==> src/rtl/pulse_to_level.sv <==
// pulse_to_level: registered one-shot that stretches a single-cycle strobe
// into a high window of hold_len cycles, followed by an optional lockout gap.
module pulse_to_level #(
  parameter int unsigned CW         = 8,
  parameter int unsigned GAP_CYCLES = 0,
  parameter int unsigned RETRIGGER  = 1
) (
  input  logic          clk,
  input  logic          n_reset,
  input  logic          pulse_in,
  input  logic [CW-1:0] hold_len,
  input  logic          abort,
  output logic          level_out,
  output logic          busy,
  output logic          done,
  output logic          dropped
);

  typedef enum logic [1:0] {
    IDLE   = 2'd0,
    ACTIVE = 2'd1,
    GAP    = 2'd2
  } state_t;

  localparam bit            HAS_GAP   = (GAP_CYCLES > 0);
  localparam bit            RETRIG_EN = (RETRIGGER != 0);
  localparam logic [CW-1:0] GAP_LOAD  = HAS_GAP ? CW'(GAP_CYCLES - 1) : '0;

  state_t        state_q, state_d;
  logic [CW-1:0] cnt_q, cnt_d;
  logic          done_d, dropped_d;
  logic          len_ok_c;

  assign len_ok_c = (hold_len != '0);

  // State, counter and registered outputs; outputs follow the next state
  always_ff @(posedge clk) begin
    if (!n_reset) begin
      state_q   <= IDLE;
      cnt_q     <= '0;
      level_out <= 1'b0;
      busy      <= 1'b0;
      done      <= 1'b0;
      dropped   <= 1'b0;
    end else begin
      state_q   <= state_d;
      cnt_q     <= cnt_d;
      level_out <= (state_d == ACTIVE);
      busy      <= (state_d != IDLE);
      done      <= done_d;
      dropped   <= dropped_d;
    end
  end

  // Next-state, counter update and event strobes; abort overrides everything
  always_comb begin
    state_d   = state_q;
    cnt_d     = cnt_q;
    done_d    = 1'b0;
    dropped_d = 1'b0;
    if (abort) begin
      state_d   = IDLE;
      cnt_d     = '0;
      dropped_d = pulse_in;
    end else begin
      case (state_q)
        IDLE: begin
          if (pulse_in) begin
            if (len_ok_c) begin
              cnt_d   = hold_len - CW'(1);
              state_d = ACTIVE;
            end else begin
              dropped_d = 1'b1;
            end
          end
        end
        ACTIVE: begin
          if (pulse_in && RETRIG_EN && len_ok_c) begin
            // restart the window even on its terminal cycle, so no done
            cnt_d = hold_len - CW'(1);
          end else begin
            dropped_d = pulse_in;
            if (cnt_q != '0) begin
              cnt_d = cnt_q - CW'(1);
            end else begin
              done_d = 1'b1;
              if (HAS_GAP) begin
                cnt_d   = GAP_LOAD;
                state_d = GAP;
              end else begin
                state_d = IDLE;
              end
            end
          end
        end
        GAP: begin
          dropped_d = pulse_in;
          if (cnt_q != '0) begin
            cnt_d = cnt_q - CW'(1);
          end else begin
            state_d = IDLE;
          end
        end
        default: begin
          state_d = IDLE;
          cnt_d   = '0;
        end
      endcase
    end
  end

endmodule

==> config.mk <==
export PLATFORM = sky130hd
export DESIGN_NAME = pulse_to_level
export DESIGN_NICKNAME = d
export VERILOG_FILES = /design/src/rtl/pulse_to_level.sv
export SDC_FILE = /design/constraint.sdc
export NUM_CORES = 1
export LEC_CHECK = 0
export CAP_MARGIN = 15
export CORE_MARGIN = 3
export CORE_UTILIZATION = 53
export CTS_CLUSTER_SIZE = 10
export DETAILED_ROUTE_END_ITERATION = 8
export HOLD_SLACK_MARGIN = 0.03
export PLACE_DENSITY = 0.82
export SYNTH_ARGS = -nofsm -noshare
export SYNTH_HDL_FRONTEND = slang
export SYNTH_SLANG_ARGS = --single-unit
==> constraint.sdc <==
create_clock -name clk -period 3.2 [get_ports clk]
set_clock_uncertainty 0.2 [all_clocks]
set_input_delay 0.64 -clock clk [delete_from_list [all_inputs] [get_ports clk]]
set_output_delay 0.64 -clock clk [all_outputs]
set_load 0.01 [all_outputs]
# Word-level counts from Yosys, hierarchy flattened
# Cells that the tools add are included.
[word_totals]
rom_bits = 0
out_inout_bits = 4
latch_bits = 0
register_bits = 14
mem_count = 0
ramBits = 0
inputBits = 12
[op_classes]
shift = 0
multipliers = 0
n_eq_ne = 5
n_div = 0
add_sub_neg = 2
n_reduce_logical = 8
bitwise = 2
muxes = 17
n_lt_le_gt_ge = 0
[op_table]
columns = ["op", "count"]
rows = [
  ["2-to-1 mux 8 bit", 4],
  ["case mux 8 bit (3 select lines)", 1],
  ["nonzero test 8 bit", 2],
  ["subtractor 8 x 1 -> 8 bit, second input constant", 2],
  ["2-to-1 mux 2 bit", 5],
  ["case mux 2 bit (3 select lines)", 1],
  ["2-to-1 mux 1 bit", 5],
  ["equality test 2 x 1 -> 1 bit, second input constant", 2],
  ["inequality test 2 bit, second input constant", 2],
  ["OR reduction 4 bit", 1],
  ["case mux 1 bit (3 select lines)", 1],
  ["equality test 2 bit, second input constant", 1],
  ["zero test 2 bit", 1],
  ["inverter 1 bit", 2],
  ["AND reduction 2 bit", 1],
  ["nonzero test 2 bit", 1],
  ["OR reduction 2 bit", 1],
  ["logical AND 1 bit", 1],
]

# Depth between registers and ports, before layout
[logic_depth]
word_depth = 6
ltp_mapped = 8
mapped_depth_nobuf = 7

# Least setup slack after synthesis
# Ideal clock, no wire load.
[synth_path]
path_type = "in2reg"
start = "input port hold_len[0]"
end = "register cnt_q[2]"
setup_slack_ps = 1072
path_stages = 8
t_arrival_ps = 1843
path_buffers = 2
path_cell_list = "inv_1 -> ha_1 -> buf_1 -> a31oi_1 -> buf_4 -> mux2i_1 -> mux2i_1 -> a211oi_1"
[synth_between]
elab_chain_len = 4
elab_cells_between_ends = 9
[synth_lines]
columns = ["item", "line", "rtl"]
rows = [
  ["start, declared", "11", "input logic [CW-1:0] hold_len,"],
  ["subtractor 8 x 1 -> 8 bit / nonzero test 8 bit (equally long branches)", "70, 80, 34", ""],
  ["2-to-1 mux 8 bit / logical AND 1 bit (equally long branches)", "69, 78", ""],
  ["2-to-1 mux 8 bit (on tied branches)", "68, 78", ""],
  ["case mux 8 bit (3 select lines)", "66", "case (state_q)"],
  ["end signal, assigned", "47", "cnt_q <= cnt_d;"],
  ["end, declared", "30", "logic [CW-1:0] cnt_q, cnt_d;"],
]
# Several ways; a longest one is shown, not always the timed one. The select of a mux whose other input is x is not followed.
# A chain may end at the register's enable or synchronous reset.

# Worst setup path in the final report
[layout_path]
start = "input port hold_len[2]"
end = "register cnt_q[7]"
# Same word-level chain as after synthesis.

==> impl_metrics.tcl <==
set metrics [dict create \
    status "completed" \
    grt_pass1_wl_um 4480 \
    holdBufCountCts 0 \
    timing.final.ws_setup_ns 0.478 \
    track_usage 0.231 \
    arrival_ns 2.71 \
    fin_util 0.694 \
    yosysWarnings 0 \
    port_buffers 15 \
    synthFlopType "dfxtp_1" \
    vias 1092 \
    critPathCaptureType "flip-flop" \
    worst_slew_pin_slew_ns 0.575 \
    dr.pass1.iters 7 \
    cap_violations 0 \
    synth_largest_area_cell "dfxtp_1" \
    gp_congestion 0.927 \
    synth.top_cells.by_count "nor2_1 (18), dfxtp_1 (14), nand2_1 (8), inv_1 (7)" \
    combPwrFrac 0.278 \
    syn_inst 132 \
    p_leak_nw 0.457 \
    power_density_mw_per_mm2 360 \
    yosysTopAreaCellShare 0.265 \
    cts_setup_buffers 0 \
    met1_usage 0.274 \
    syn_to_final_growth_pct 18.4 \
    antenna_found_initial 0 \
    p_sw_frac 0.317 \
    postRouteAntennaNets 0 \
    cts_buffers 3 \
    finalMaxSlewViolations 0 \
    synth_seq_cells 14 \
    crit_required_ns 3.19 \
    pin_count 16 \
    avgSynthCellArea_sq_um 8.00 \
    p_int_mw 0.307 \
    synth_most_common_cell "nor2_1" \
    clkTransAtPathRegs_ns 0.09 \
    synthDistinctLibCells 51 \
    grt_pass1_vias 989 \
    fin_crit_sh 0.851 \
    wl_per_cell_um 15.9 \
    dieArea_sq_mm 0.00256 \
    grt_use_met3 0.0237 \
    rsz0062_at_grt "false" \
    peakVddDrop_mv 0.190 \
    finalHoldViolCount 0 \
    switchingPower_mw 0.143 \
    power_frac_seq 0.421 \
    clkPwrFrac 0.301 \
    antennaDiodeCount 0 \
    root_buffer "clkbuf_4" \
    critPathLaunchType "input port" \
    die_h_um 50.6 \
    vias_per_cell 6.31 \
    dpl.cell_count 169 \
    grt_use_met2 0.415 \
    synth_area_leaders "dfxtp_1 (27%), nor2_1 (6.4%), xnor2_1 (4.1%), ha_1 (3.6%), nand2b_1 (3.0%)" \
    cts.sink_count 14 \
    maxSlewHeadroom 0.616 \
    hp-class "flip-flop to flip-flop" \
    async_flop_share 0 \
    htreeDepth 1 \
    fin_nets 164 \
    die_x_um 50.6 \
    grt_overflow 0 \
    setup_tns_ns 0 \
    max_freq_mhz 367 \
    crit_type "input port to flip-flop" \
    drtIter0Drc 27 \
    synth_seq_area_share 0.265 \
    core_area_sq_mm 0.00180 \
    clock_path_buffers 2 \
    cts_tree "built" \
    final_cells 173 \
    clk_latency_ns 0.29 \
    syn-num-nets 147 \
    layout-drive-gt1-share 0.115 \
    dp_hpwl_um 2070 \
    routed_wl_um 2750 \
    grt_busiest_layer "met2" \
    cts_resized 0 \
    min_period_ns 2.72 \
    synth_enable_flop_cells 0 \
    core.rowCount 15 \
    crit_fanout 7 \
    grt_max_degree 17 \
    dpl_worst_slack_ns 0.282 \
    initial_core_util 0.586 \
    setup_viol 0 \
    drc 0 \
    synth_area_sq_mm 0.00106 \
]
## power groups by stage
stage          Clock, mW  Sequential [mW]  Combinational (mW)
3_5_place_dp           0            0.193               0.122
4_1_cts            0.130            0.189               0.123
5_1_grt            0.137            0.190               0.135
6_report           0.135            0.189               0.125
3_3_place_gp           0            0.193               0.118
2_1_floorplan          0            0.191              0.0863
## worst paths after layout
check / cells past startpoint / from / end / slack (ns)
worst min register to register: 2 / cnt_q[0] / cnt_q[0] / 0.35
worst min-delay path: 2 / cnt_q[0] / cnt_q[0] / 0.35
worst max-delay path: 6 / hold_len[2] / cnt_q[7] / 0.48
worst max register to register: 7 / cnt_q[1] / cnt_q[0] / 0.90
## sequential cells by signal, indices dropped and copies added (netlist names)
signal     flops
cnt_q          8
state_q        2
dropped        1
level_out      1
done           1
busy           1
## final cells by class
class                      count  area [sq um]
clock buffer                   4          36.3
inverter                       7          26.3
fill                         157           552
timing repair buffer          18           173
tap                           25          31.3
multi-input combinational    105           703
sequential                    14           280
## cell families (layout without fill, tap and decap cells)
family          after synthesis  in the layout  share of synthesized area
compound gates               33             33                      0.242
xor+xnor                      6              6                     0.0498
fa+ha+maj                     3              3                     0.0355
buf+inv                      13             29                     0.0687
flops                        14             14                      0.265
mux                           3              3                     0.0296
simple gates                 60             60                      0.309
## per-stage QoR
stage | cell area (sq um) | hold slack [ns] | power (mW)
6_report | 1250 | 0.345 | 0.449
5_1_grt | 1250 | 0.393 | 0.462
4_1_cts | 1250 | 0.349 | 0.442
3_5_place_dp | 1210 | 0.324 | 0.315
2_1_floorplan | 1060 | 0.282 | 0.277
3_3_place_gp | 1210 | 0.312 | 0.311
## layout by cell type (no fill, tap or decap), types with 3 or more instances in the layout
cell type	n
a21oi_1	3
inv_1	7
nor3_1	6
nor2b_1	3
nand3_1	6
o21ai_0	5
xnor2_1	5
buf_4	3
nand2b_1	5
clkdlybuf4s50_1	15
dfxtp_1	14
clkbuf_4	3
nand2_1	8
ha_1	3
nor2_1	18
## critical path, stage by stage
cell and delay (ns):
clkdlybuf4s50_1 0.53, nor4_4 0.45, a31oi_1 0.24, o21ai_1 0.33, nand3_1 0.22, o311ai_1 0.31
## routing by layer
metal	share of wire	wire [um]
met1	0.40	1100
met3	0.086	235
met2	0.48	1330
met5	0	0
met4	0.027	75
Power figures use the tool's default switching activity.
